==> src/rtl/fifo_wr_arbiter.sv <==
// Round-robin burst arbiter that merges NUM_REQ producers onto one shared sync FIFO write port.
// Latency: zero; a beat is accepted and written to the FIFO in the same cycle it is offered.
// Backpressure: fifo_full deasserts every req_ready; an owner stalled by fifo_full keeps its burst.
// Optional: define FIFO_ARB_STATS_EN to add the per-requester grant_cnt counters.
module fifo_wr_arbiter #(
    parameter int NUM_REQ    = 4,
    parameter int DATA_WIDTH = 8,
    parameter int BURST_MAX  = 4,
    parameter int ID_WIDTH   = 2
) (
    input  logic                          clk,
    input  logic                          rst,
    input  logic [NUM_REQ-1:0]            req_valid,
    input  logic [NUM_REQ*DATA_WIDTH-1:0] req_data,
    output logic [NUM_REQ-1:0]            req_ready,
    input  logic                          fifo_full,
    output logic                          fifo_wr_en,
    output logic [DATA_WIDTH-1:0]         fifo_data,
    output logic [ID_WIDTH-1:0]           grant_id,
`ifdef FIFO_ARB_STATS_EN
    output logic [NUM_REQ*16-1:0]         grant_cnt,
`endif
    output logic                          busy
);

    typedef enum logic {IDLE = 1'b0, BURST = 1'b1} state_t;

    // One extra bit lets last_grant+k be formed before the modulo wrap.
    localparam logic [ID_WIDTH:0]   NUM_REQ_W = (ID_WIDTH+1)'(NUM_REQ);
    localparam logic [3:0]          BURST_W   = 4'(BURST_MAX);
    localparam logic [ID_WIDTH-1:0] LAST_RST  = ID_WIDTH'(NUM_REQ - 1);

    state_t              state;
    logic [ID_WIDTH-1:0] last_grant;
    logic [3:0]          beat_cnt;

    logic                owner_hold;
    logic                found;
    logic [ID_WIDTH-1:0] winner;
    logic [ID_WIDTH:0]   cand_w;
    logic                hs;

    // The current owner keeps the grant while it still has a beat to offer.
    assign owner_hold = (state == BURST) && req_valid[last_grant];

    // Winner select: the owner, else the first valid requester after last_grant.
    always_comb begin
        found  = 1'b0;
        winner = '0;
        cand_w = '0;
        if (owner_hold) begin
            found  = 1'b1;
            winner = last_grant;
        end else begin
            for (int k = 1; k <= NUM_REQ; k++) begin
                cand_w = {1'b0, last_grant} + (ID_WIDTH+1)'(k);
                if (cand_w >= NUM_REQ_W) begin
                    cand_w = cand_w - NUM_REQ_W;
                end
                if (!found && req_valid[cand_w[ID_WIDTH-1:0]]) begin
                    found  = 1'b1;
                    winner = cand_w[ID_WIDTH-1:0];
                end
            end
        end
    end

    // A handshake needs a valid winner, FIFO room, and no reset in progress.
    assign hs = found && !fifo_full && !rst;

    // Output steering: one-hot ready and the winner's data, all zero without a handshake.
    always_comb begin
        req_ready = '0;
        fifo_data = '0;
        for (int i = 0; i < NUM_REQ; i++) begin
            if (hs && (winner == ID_WIDTH'(i))) begin
                req_ready[i] = 1'b1;
                fifo_data    = req_data[i*DATA_WIDTH +: DATA_WIDTH];
            end
        end
    end

    assign fifo_wr_en = hs;
    assign grant_id   = hs ? winner : '0;
    assign busy       = (state == BURST) && !rst;

    // Burst FSM: start a burst on a new winner, count owner beats, drop to IDLE on completion or owner loss.
    always_ff @(posedge clk or posedge rst) begin
        if (rst) begin
            state      <= IDLE;
            beat_cnt   <= '0;
            last_grant <= LAST_RST;
        end else if (owner_hold) begin
            if (hs) begin
                beat_cnt <= beat_cnt + 4'd1;
                if ((beat_cnt + 4'd1) == BURST_W) begin
                    state <= IDLE;
                end
            end
        end else if (hs) begin
            last_grant <= winner;
            beat_cnt   <= 4'd1;
            state      <= (BURST_MAX > 1) ? BURST : IDLE;
        end else if (state == BURST) begin
            state <= IDLE;
        end
    end

`ifdef FIFO_ARB_STATS_EN
    logic [15:0] cnt_q [NUM_REQ];

    // Per-requester handshake counters, saturating at all-ones.
    always_ff @(posedge clk or posedge rst) begin
        if (rst) begin
            for (int i = 0; i < NUM_REQ; i++) begin
                cnt_q[i] <= '0;
            end
        end else begin
            for (int i = 0; i < NUM_REQ; i++) begin
                if (req_ready[i] && req_valid[i] && (cnt_q[i] != 16'hFFFF)) begin
                    cnt_q[i] <= cnt_q[i] + 16'd1;
                end
            end
        end
    end

    for (genvar g = 0; g < NUM_REQ; g++) begin : g_cnt
        assign grant_cnt[g*16 +: 16] = cnt_q[g];
    end
`endif

endmodule
==> config.mk <==
export PLATFORM = sky130hd
export DESIGN_NAME = fifo_wr_arbiter
export DESIGN_NICKNAME = d
export VERILOG_FILES = /design/src/rtl/fifo_wr_arbiter.sv
export SDC_FILE = /design/constraint.sdc
export NUM_CORES = 1
export LEC_CHECK = 0
export ABC_AREA = 1
export ABC_CLOCK_PERIOD_IN_PS = 4900
export CELL_PAD_IN_SITES_DETAIL_PLACEMENT = 2
export CELL_PAD_IN_SITES_GLOBAL_PLACEMENT = 2
export CORE_ASPECT_RATIO = 1.2
export CORE_UTILIZATION = 21
export DETAILED_ROUTE_END_ITERATION = 12
export GPL_ROUTABILITY_DRIVEN = 0
export HOLD_SLACK_MARGIN = 0.1
export PLACE_DENSITY = 0.95
export SETUP_SLACK_MARGIN = 0.1
export SLEW_MARGIN = 30
export SYNTH_ARGS = -nofsm -noshare
export SYNTH_HDL_FRONTEND = slang
export SYNTH_SLANG_ARGS = --single-unit
==> constraint.sdc <==
create_clock -name clk -period 4.9 [get_ports clk]
set_input_delay 0.98 -clock clk [delete_from_list [all_inputs] [get_ports clk]]
set_output_delay 0.98 -clock clk [all_outputs]
set_load 0.02 [all_outputs]
==> flow_summary_export.csv, run 1 <==
group,metric,value,unit
global_route,grt-ovfl-total,0,
min_path,min_from,"beat_cnt[3]",
flow_run,maxCapViolCount,0,
synth,synth_edf_count,0,
synth,syn_nets,227,
drt,drtAntennaViolNets,0,
die,ios,55,
power_and_ir_drop,power.share.clock,7.3,%
timing,fin_setup_tns,0,ns
setup_path,cp-start-kind,"input pin",
synth,syn_avg_cell_area,5.95,um^2
cts,cts-root-buf,"clkbuf_8",
drt,vias,1372,
setup_path,crit_type,"input pin to primary output",
setup_path,reg2regPathDepth,10,
drt,first_iter_violations,18,
setup_path,crit_path_start,"req_valid[3]",
synth,ys.flop_type,"dfrtp_1",
global_route,grt_pass1_vias,1448,
drt,vias_per_cell,4.51,
setup_path,endpoint,"fifo_data[7]",
timing,slew_headroom,81.8,%
layout,nNetsFinal,285,
global_route,grt_max_degree,10,
die,die_w,68.5,um
placed_design,post_dp_cell_area,1720,um^2
cts,clkLatencyLatePin,0.22,ns
cts,cts_inserted_buffers,3,
synth,seq_area_frac_synth,16.0,%
cts,cts_resized,0,
power_and_ir_drop,power.share.sequential,11.0,%
power_and_ir_drop,pwr-share-comb,81.7,%
die,die_y,81.8,um
power_and_ir_drop,p_per_area,621,nW/um^2
synth,synth_top_area_cell,"nand2_1",
power_and_ir_drop,vdd_ir_drop_max,192,uV
synth,synth_cells,187,
cts,cts_tree,"yes",
layout,area_delta_synth_final,58.3,%
cts,cts.sinks,7,
cts,cts.clk_slew.worst_paths,0.04,ns
timing,min_period,4.43,ns
layout,fill_cells,639,
drt,first_pass_iters,4,
synth,yosysWarnings,0,
die,core_area,5010,um^2
timing,rsz0062_at_grt,"no",
synth,synth_seq_cells,7,
synth,synth_common_cells,"nand2_1 (88), inv_1 (25), nand2_2 (14)",
min_path,min_path_type,"flip-flop to flip-flop",
power_and_ir_drop,swShare,56.7,%
timing,maxSlewViolCount,0,
setup_path,end_kind,"primary output",
setup_path,required,3.92,ns
placed_design,port_buffers,54,
synth,yosysMostFrequentCell,"nand2_1",
layout,fin_cells,304,
timing,min_period_over_period,90.3,%
setup_path,reg2reg_from,"last_grant[0]",
timing,finalHoldViolCount,0,
synth,yosys-top-cells-area,"nand2_1 (30%), dfrtp_1 (11%), inv_1 (8.4%), nand2_2 (7.9%), nand2_4 (7.1%)",
layout,final_area,1760,um^2
setup_path,r2r_setup_slack,2.88,ns
synth,yosysTopAreaCellShare,29.7,%
synth,netlist_area,1110,um^2
power_and_ir_drop,p_switching,0.000621,W
placed_design,hpwl,3.46,mm
timing,whs,0.471,ns
setup_path,crit_fanout,9,
power_and_ir_drop,total_leakage_power,0.910,nW
cts,h-tree-depth,1,
placed_design,numPlacedInstances,300,
timing,tightest_slew,0.273,ns
drt,drcViolationCount,0,
global_route,antenna_found_initial,0,
timing,setup_viol,0,
setup_path,crit_arrival,3.45,ns
global_route,grt_usage,15.1,%
layout,antenna_cells,0,
die,rows,28,
drt,routedWlPerCell,13.2,um
layout,fin_util,35.2,%
die,die_area,5600,um^2
timing,timing.fmax,0.226,GHz
synth,synthDistinctLibCells,21,
cts,clock_path_buffers,2,
layout,drive_gt1_share,16.0,%
outcome,outcome,"complete, no violations",
power_and_ir_drop,internal-power,0.000474,W
cts,holdBufCountCts,0,
drt,routed_wl,4.01,mm
global_route,grt_pass1_wl,6.40,mm
setup_path,timing.rr.end,"last_grant[0]",
timing,final.setup_skew,0.00168,ns
synth,async_flop_share,100,%
cts,post_cts_buffers,0,
die,initial_utilization,22.2,%
[state kept, by name, indices dropped and copies added (netlist names)]
register	cells
beat_cnt	4
state	1
last_grant	2
[worst max-delay path, cell delays in order]
cell	delay, ns
clkdlybuf4s50_1	0.43
inv_1	0.06
nand2_1	0.07
nand3_1	0.16
nand2_2	0.08
nor2_4	0.15
nand2_2	0.09
nand2_4	0.10
nand2_4	0.07
nand2_8	0.10
nand2_8	0.09
nor2_8	0.18
nand2_1	0.08
nand2_1	0.08
nand2_1	0.06
nand2_1	0.05
clkdlybuf4s50_1	0.59
[cell usage in the layout (no fill, tap or decap)]
cell type,instances
nor2_8,2
nand2_2,14
nor2_1,7
nand2_4,7
nand3_2,1
nand2_1,88
nand3_1,7
nand3b_1,8
a21oi_1,2
inv_1,25
inv_4,2
clkbuf_8,3
dfrtp_1,5
o21ai_0,6
nand3_4,1
a31oi_1,1
dfstp_2,2
ha_1,1
nand2_8,2
clkbuf_1,1
inv_2,3
clkdlybuf4s50_1,54
nor2_4,2
[cell type report]
type                    instances  area (um^2)  share of cell area, %
inverters                      30          118                   6.67
flip-flops and latches          7          178                   10.1
well taps                      60         75.1                   4.26
clock buffers                   4         45.0                   2.56
repair buffers                 54          541                   30.7
multi-input cells             149          807                   45.8
[logic make-up after synthesis]
| family | count (synthesis) | synth area share, % |
|---|---|---|
| and+or+nand+nor | 139 | 67.2 |
| buffers and inverters | 31 | 11.6 |
| AOI/OAI and AO/OA | 9 | 4.16 |
| DFF | 7 | 16.0 |
| adders and majority gates | 1 | 1.12 |
[power by group through the flow]
stage	Combinational (W)	Clock, W	Sequential (W)
after floorplan	0.000656	0	0.000104
after global placement	0.000876	0	0.000119
after detailed placement	0.000910	0	0.000121
after CTS	0.000916	0.0000835	0.000121
after global routing	0.000989	0.0000856	0.000126
final	0.000895	0.0000795	0.000121
[worst min path at each step]
| stage | to | slack, ns | cells after the start |
|---|---|---|---|
| 2_1_floorplan | beat_cnt[3] | 0.43 | 1 |
| 3_3_place_gp | beat_cnt[3] | 0.45 | 1 |
| 3_5_place_dp | beat_cnt[3] | 0.47 | 1 |
| 4_1_cts | beat_cnt[3] | 0.48 | 1 |
| 5_1_grt | beat_cnt[3] | 0.49 | 1 |
| 6_report | beat_cnt[3] | 0.47 | 1 |
[metrics by stage]
stage	setup WS, ns	total power (W)
after floorplan	1.64	0.000761
after global placement	0.545	0.000996
after detailed placement	0.457	0.00103
after CTS	0.441	0.00112
after global routing	0.266	0.00120
final	0.474	0.00109
[per-layer routing]
layer | track usage, % | part of all wire, % | up-vias
met5 | 0 | 0 | -
met2 | 28.7 | 56 | 26
li1 | - | - | 678
met3 | 1.11 | 3.0 | 6
met1 | 16.6 | 39 | 662
met4 | 6.25 | 2.2 | 0
Note: power is estimated with default switching activity, not from simulation.
==> run 2: changes to the inputs <==
- CAP_MARGIN: not set -> 25
==> results of run 2 <==
The final DEF is identical to that of run 1; final timing and power are the same.
